===== config.mk =====
export PLATFORM = sky130hd
export DESIGN_NAME = conv_encoder_framer
export DESIGN_NICKNAME = d
export VERILOG_FILES = /design/src/rtl/conv_encoder_framer.sv
export SDC_FILE = /design/constraint.sdc
export NUM_CORES = 1
export LEC_CHECK = 0
export ABC_AREA = 1
export CORE_ASPECT_RATIO = 1.25
export CORE_MARGIN = 5
export CORE_UTILIZATION = 50
export DETAILED_ROUTE_END_ITERATION = 16
export GPL_TIMING_DRIVEN = 0
export HOLD_SLACK_MARGIN = 0.06
export PLACE_DENSITY = 0.72
export REMOVE_ABC_BUFFERS = 1
export SLEW_MARGIN = 10
export SYNTH_ARGS = -nofsm -noshare
export SYNTH_HDL_FRONTEND = slang
export SYNTH_SLANG_ARGS = --single-unit

===== constraint.sdc =====
create_clock -name clk -period 2.2 [get_ports clk]
set_clock_uncertainty 0.05 [all_clocks]
set_input_delay 0.44 -clock clk [delete_from_list [all_inputs] [get_ports clk]]
set_output_delay 0.44 -clock clk [all_outputs]
set_load 0.02 [all_outputs]

===== src/rtl/conv_encoder_framer.sv =====
// ============================================================================
// Module   : conv_encoder_framer
// Purpose  : Rate-1/2 K=3 convolutional encoder (G0=111, G1=101) fed by a bit
//            FIFO, framing FRAME_LEN data bits plus two zero tail bits.
//            Optional macro CHAN_ERR_EN adds LFSR-driven channel errors on sym[0].
// Revision : 1.0 - initial release
// ============================================================================
`default_nettype none

module conv_encoder_framer #(
    parameter int FRAME_LEN = 32,
    parameter int FIFO_AW   = 4
) (
    input  logic               clk,
    input  logic               reset,
    input  logic               din,
    input  logic               din_valid,
    output logic               din_ready,
    input  logic               enc_en,
    input  logic [7:0]         err_thresh,
    output logic [1:0]         sym,
    output logic               sym_valid,
    output logic               sop,
    output logic               eop,
    output logic [FIFO_AW:0]   fifo_level,
    output logic               underflow
);

    localparam int                 c_depth     = 2 ** FIFO_AW;
    localparam int                 c_cnt_w     = $clog2(FRAME_LEN) + 1;
    localparam logic [c_cnt_w-1:0] c_cnt_one   = c_cnt_w'(1);
    localparam logic [c_cnt_w-1:0] c_cnt_last  = c_cnt_w'(FRAME_LEN);
    localparam logic [FIFO_AW-1:0] c_ptr_one   = FIFO_AW'(1);
    localparam logic [FIFO_AW:0]   c_lvl_one   = (FIFO_AW + 1)'(1);
    localparam logic [FIFO_AW:0]   c_lvl_full  = (FIFO_AW + 1)'(c_depth);

    typedef enum logic [1:0] {
        S_IDLE = 2'd0,
        S_DATA = 2'd1,
        S_TAIL = 2'd2
    } state_t;

    // ------------------------------------------------------------------------
    // Bit FIFO
    // ------------------------------------------------------------------------
    logic               r_mem [c_depth];
    logic [FIFO_AW-1:0] r_wr_ptr;
    logic [FIFO_AW-1:0] r_rd_ptr;
    logic [FIFO_AW:0]   r_level;
    logic               w_full;
    logic               w_empty;
    logic               w_push;
    logic               w_pop;
    logic               w_head;

    assign w_full  = (r_level == c_lvl_full);
    assign w_empty = (r_level == '0);
    assign w_push  = din_valid & ~w_full;
    assign w_head  = r_mem[r_rd_ptr];

    always_ff @(posedge clk) begin
        if (w_push) begin
            r_mem[r_wr_ptr] <= din;
        end
    end

    always_ff @(posedge clk or negedge reset) begin
        if (!reset) begin
            r_wr_ptr <= '0;
            r_rd_ptr <= '0;
            r_level  <= '0;
        end else begin
            if (w_push) r_wr_ptr <= r_wr_ptr + c_ptr_one;
            if (w_pop)  r_rd_ptr <= r_rd_ptr + c_ptr_one;
            case ({w_push, w_pop})
                2'b10:   r_level <= r_level + c_lvl_one;
                2'b01:   r_level <= r_level - c_lvl_one;
                default: r_level <= r_level;
            endcase
        end
    end

    // ------------------------------------------------------------------------
    // Framing control and encoder datapath
    // ------------------------------------------------------------------------
    state_t             r_state;
    logic [c_cnt_w-1:0] r_cnt;
    logic               r_tail;
    logic [1:0]         r_sr;        // {s1, s2}
    logic [1:0]         r_sym;
    logic               r_sym_valid;
    logic               r_sop;
    logic               r_eop;
    logic               r_underflow;
    logic               w_start;
    logic               w_u;
    logic               w_valid_nxt;
    logic               w_g0;
    logic               w_g1;
    logic               w_flip;

    // Blocking the start while eop is on the output guarantees one idle symbol
    // between frames.
    always_comb begin
        w_start     = 1'b0;
        w_pop       = 1'b0;
        w_u         = 1'b0;
        w_valid_nxt = 1'b0;
        case (r_state)
            S_IDLE: begin
                w_start     = enc_en & ~w_empty & ~r_eop;
                w_pop       = w_start;
                w_u         = w_start & w_head;
                w_valid_nxt = w_start;
            end
            S_DATA: begin
                w_pop       = ~w_empty;
                w_u         = ~w_empty & w_head;
                w_valid_nxt = 1'b1;
            end
            S_TAIL: begin
                w_valid_nxt = 1'b1;
            end
            default: begin
                w_valid_nxt = 1'b0;
            end
        endcase
    end

    assign w_g0 = w_u ^ r_sr[1] ^ r_sr[0];
    assign w_g1 = w_u ^ r_sr[0];

`ifdef CHAN_ERR_EN
    logic [15:0] r_lfsr;

    // One LFSR value per valid symbol: the value present while a symbol is
    // being registered decides that symbol's flip.
    assign w_flip = w_valid_nxt & (r_lfsr[7:0] < err_thresh);

    always_ff @(posedge clk or negedge reset) begin
        if (!reset) begin
            r_lfsr <= 16'hACE1;
        end else if (w_valid_nxt) begin
            r_lfsr <= {r_lfsr[14:0], r_lfsr[15] ^ r_lfsr[13] ^ r_lfsr[12] ^ r_lfsr[10]};
        end
    end
`else
    logic w_unused_thresh;
    assign w_unused_thresh = ^err_thresh;
    assign w_flip          = 1'b0;
`endif

    always_ff @(posedge clk or negedge reset) begin
        if (!reset) begin
            r_state     <= S_IDLE;
            r_cnt       <= '0;
            r_tail      <= 1'b0;
            r_sr        <= 2'b00;
            r_sym       <= 2'b00;
            r_sym_valid <= 1'b0;
            r_sop       <= 1'b0;
            r_eop       <= 1'b0;
            r_underflow <= 1'b0;
        end else begin
            r_sym_valid <= w_valid_nxt;
            r_sym       <= w_valid_nxt ? {w_g0, w_g1 ^ w_flip} : 2'b00;
            r_sop       <= 1'b0;
            r_eop       <= 1'b0;
            if (w_valid_nxt) begin
                r_sr <= {w_u, r_sr[1]};
            end
            case (r_state)
                S_IDLE: begin
                    if (w_start) begin
                        r_sop   <= 1'b1;
                        r_cnt   <= c_cnt_one;
                        r_tail  <= 1'b0;
                        r_state <= (FRAME_LEN == 1) ? S_TAIL : S_DATA;
                    end
                end
                S_DATA: begin
                    if (w_empty) begin
                        r_underflow <= 1'b1;
                    end
                    r_cnt <= r_cnt + c_cnt_one;
                    if ((r_cnt + c_cnt_one) == c_cnt_last) begin
                        r_state <= S_TAIL;
                    end
                end
                S_TAIL: begin
                    r_tail <= 1'b1;
                    if (r_tail) begin
                        r_eop   <= 1'b1;
                        r_cnt   <= '0;
                        r_state <= S_IDLE;
                    end
                end
                default: begin
                    r_state <= S_IDLE;
                end
            endcase
        end
    end

    assign din_ready  = ~w_full;
    assign fifo_level = r_level;
    assign sym        = r_sym;
    assign sym_valid  = r_sym_valid;
    assign sop        = r_sop;
    assign eop        = r_eop;
    assign underflow  = r_underflow;

endmodule

`default_nettype wire


==> results.md <==
* Global route overflow at 0
* Skew-Pair Late Insertion Delay at just under 0.3 ns
* Met2 GRT Util at 0.268
* Iteration count of the initial detailed-routing pass at 6
* Root Buffer Master: clkbuf_8
* Worst endpoint required time at 2.33 ns
* Setup TNS at -0.00206 ns
* Critical path type: flop to flop
* Antenna cell count at 0
* Crit path DAT at roughly 2.3 ns
* Row count at 28
* Final setup violation count at 1
* Largest net degree at the start of global routing at 31
* Reg-to-reg slack, setup at -0.002 ns
* Die Wd at 71.9 microns
* Met3 Usage GRT at 0.0404
* Clk pin slew, worst setup/hold paths at 0.08 ns
* Seq/Total Area, Yosys at 0.514
* CTS Buf Count at 5
* Static Leak at 1.31 nW
* Status: finished, violations left
* Initial antenna violation count at 0
* Final WL at around 4.1 mm
* Via count at 1,733
* Failing checks: setup timing
* Syn_area_per_cell at between 9 and 10 sq um
* Chip height at 87.4 microns
* Ranking of synthesized cells by area: dfrtp_1 31%, edfxtp_1 20%, nand2_1 8.6%
* CP top delay family: adder cells
* Worst path max stage delay at ~0.43 ns
* Placement Cell Area at 2610 sq um
* Unique masters post-synth at 28
* Final Hold Viols at 0
* Met1 Resource Use GR at 0.169
* Final #Nets at approximately 310
* Critical path startpoint category: flop
* Drt drc at 0
* Syn. warnings at 0
* Worst Path Buf+Inv at 0
* Max-cap viol count at 0
* Setup crit end kind: flop
* Synth-to-Final Area Change at 18.8%
* Critical path's slowest cell: dfrtp_2
* Synth Instances at between 200 and 250
* CTS tree: yes
* H-tree depth at 2
* Worst Setup Slack, final at -0.00206 ns
* Period utilization at 1.00
* Unrepaired setup endpoints after global routing: true
* Initial Util at 0.510
* Fraction of layout cells with a size suffix above 1 at 0.201
* Clk sinks at 46
* Vias in the first global route at roughly 1.7k
* IO buf count at 16
* Synth Register Bits at between 40 and 50
* Critical-path maximum fanout at 5
* Vias/cell at 5.04
* Worst Max-Slew Pin Slew at 0.674 ns
* Mapped Area at about 2400 sq um
* CTS Hold Bufs at 0
* Pwr dens at 1430 nW/um^2
* FILL cells at 405
* Synth area leader: dfrtp_1
* Slew Viols, Final at 0
* Worst hold margin at 0.127 ns
* Num ports at 25
* Hold Path Class: input pin to asynchronous set/reset pin
* GPL Wtd Cong at 0.821
* Final Critical Period at 2.20 ns
* Top cell type's share of synthesized area at 0.313
* Fin area at 2850 sq um
* Global-route wire length before repair at 7.42 mm
* Total GRT Usage at 0.149
* Busiest layer in global routing: met2
* Finished Core Util at 0.606
* Crit-path cells: nor2_4 > nand4_4 > nand3_4 > nand2_4 > ha_4 > fa_2 > a21oi_2 > o21ai_2 > a21oi_1 > o21ai_1 > xor2_1
* Clock Tree Buf Depth at 2
* Max_slew headroom at 0.551
* Total die area at 6280 sq um
* Maximum VDD drop at 0.972 mV
* Core box area at between 4000 and 5000 sq um
* DP Wirelength at between 2 and 3 mm
* DR WL/cell at between 10 and 15 microns
* Drt initial violations at 61
* Fmax at about 0.45 GHz
* ANT nets after route at 0
-- worst paths after layout --
path	to	from	cells after the start
worst min-delay path	underflow$_DFFE_PN0P_	reset	1
worst min register to register	underflow$_DFFE_PN0P_	underflow$_DFFE_PN0P_	1
max in group asynchronous	fifo_level[0]$_DFFE_PN0P_	reset	1
worst max-delay path	fifo_level[4]$_DFFE_PN0P_	fifo_level[1]$_DFFE_PN0P_	11
worst max register to register	fifo_level[4]$_DFFE_PN0P_	fifo_level[1]$_DFFE_PN0P_	11
min in group clk	underflow$_DFFE_PN0P_	underflow$_DFFE_PN0P_	1
-- metrics by stage --
step	setup slack [ns]	instances	total power, mW
finish	-0.00206	344	4.07
floorplan	-0.217	246	2.78
global route	-0.130	344	4.44
global placement	-0.580	322	3.26
detailed placement	-0.619	322	3.31
CTS	0.0213	340	4.02
-- layout make-up --
cell class,instances,area [sq um],area share
inverters,33,124,0.0435
flip-flops and latches,46,1230,0.434
clock inverters,2,8.76,0.00308
multi-input cells,167,1070,0.376
repair buffers,30,260,0.0915
well taps,60,75.1,0.0264
clock buffers,6,72.6,0.0255
-- logic make-up after synthesis --
family | count (synthesis) | share of synthesized area
mux | 1 | 0.00627
buf+inv | 35 | 0.0580
flops | 46 | 0.514
simple gates | 115 | 0.239
compound gates | 24 | 0.0554
fa+ha+maj | 16 | 0.0867
xor+xnor | 11 | 0.0402
-- sequential cells by signal, summed over array words and instances (netlist names) --
| register | cells |
|---|---|
| r_mem | 16 |
| r_cnt | 6 |
| fifo_level | 5 |
| r_rd_ptr | 4 |
| r_wr_ptr | 4 |
| r_sr | 2 |
| r_state | 2 |
| sym | 2 |
| eop | 1 |
| r_tail | 1 |
| sop | 1 |
| sym_valid | 1 |
| underflow | 1 |
-- synth_stat cells --
| cell type | number |
|---|---|
| a21oi_1 | 7 |
| a22oi_1 | 1 |
| buf_6 | 1 |
| clkbuf_1 | 1 |
| dfrtp_1 | 30 |
| edfxtp_1 | 16 |
| fa_1 | 1 |
| ha_1 | 15 |
| inv_1 | 30 |
| inv_2 | 3 |
| mux2_4 | 1 |
| nand2_1 | 55 |
| nand2_2 | 5 |
| nand2_4 | 2 |
| nand3_1 | 18 |
| nand3_2 | 4 |
| nand4_1 | 4 |
| nand4_2 | 1 |
| nand4_4 | 1 |
| nor2_1 | 22 |
| nor2_4 | 1 |
| nor2_8 | 1 |
| nor3_2 | 1 |
| o21ai_0 | 13 |
| o21ai_2 | 2 |
| o21bai_1 | 1 |
| xnor2_1 | 1 |
| xor2_1 | 10 |
-- power by group --
group	leakage, nW	switching [mW]	internal (mW)	total (mW)
logic	0.752	1.27	0.937	2.21
registers	0.515	0.229	1.16	1.39
clock network	0.0426	0.260	0.218	0.479
total	1.31	1.76	2.32	4.07
-- placed cells by master (no fill, tap or decap), types with 4 or more instances in the layout --
master,n
ha_1,12
o21ai_0,10
edfxtp_1,16
nand3_1,18
dfrtp_1,27
nand4_1,4
inv_2,6
clkbuf_8,5
nand2_1,54
nand2_2,6
buf_4,14
nor2_1,21
inv_1,27
clkdlybuf4s50_1,15
a21oi_1,6
xor2_1,10
-- per-layer routing --
layer  vias up  part of all wire
li1        873                 -
met1       822              0.43
met2        30              0.52
met3         8             0.031
met4         0             0.016
met5         -                 0
-- timing repair --
action / 4_1_cts / 5_1_grt
pin swaps: 3 / 5
gates resized for setup: 15 / 5
setup endpoints to repair: 2 / 2
endpoints found under the hold margin: 0 / 0
setup buffers: 10 / 4
Power figures use the tool's default switching activity.
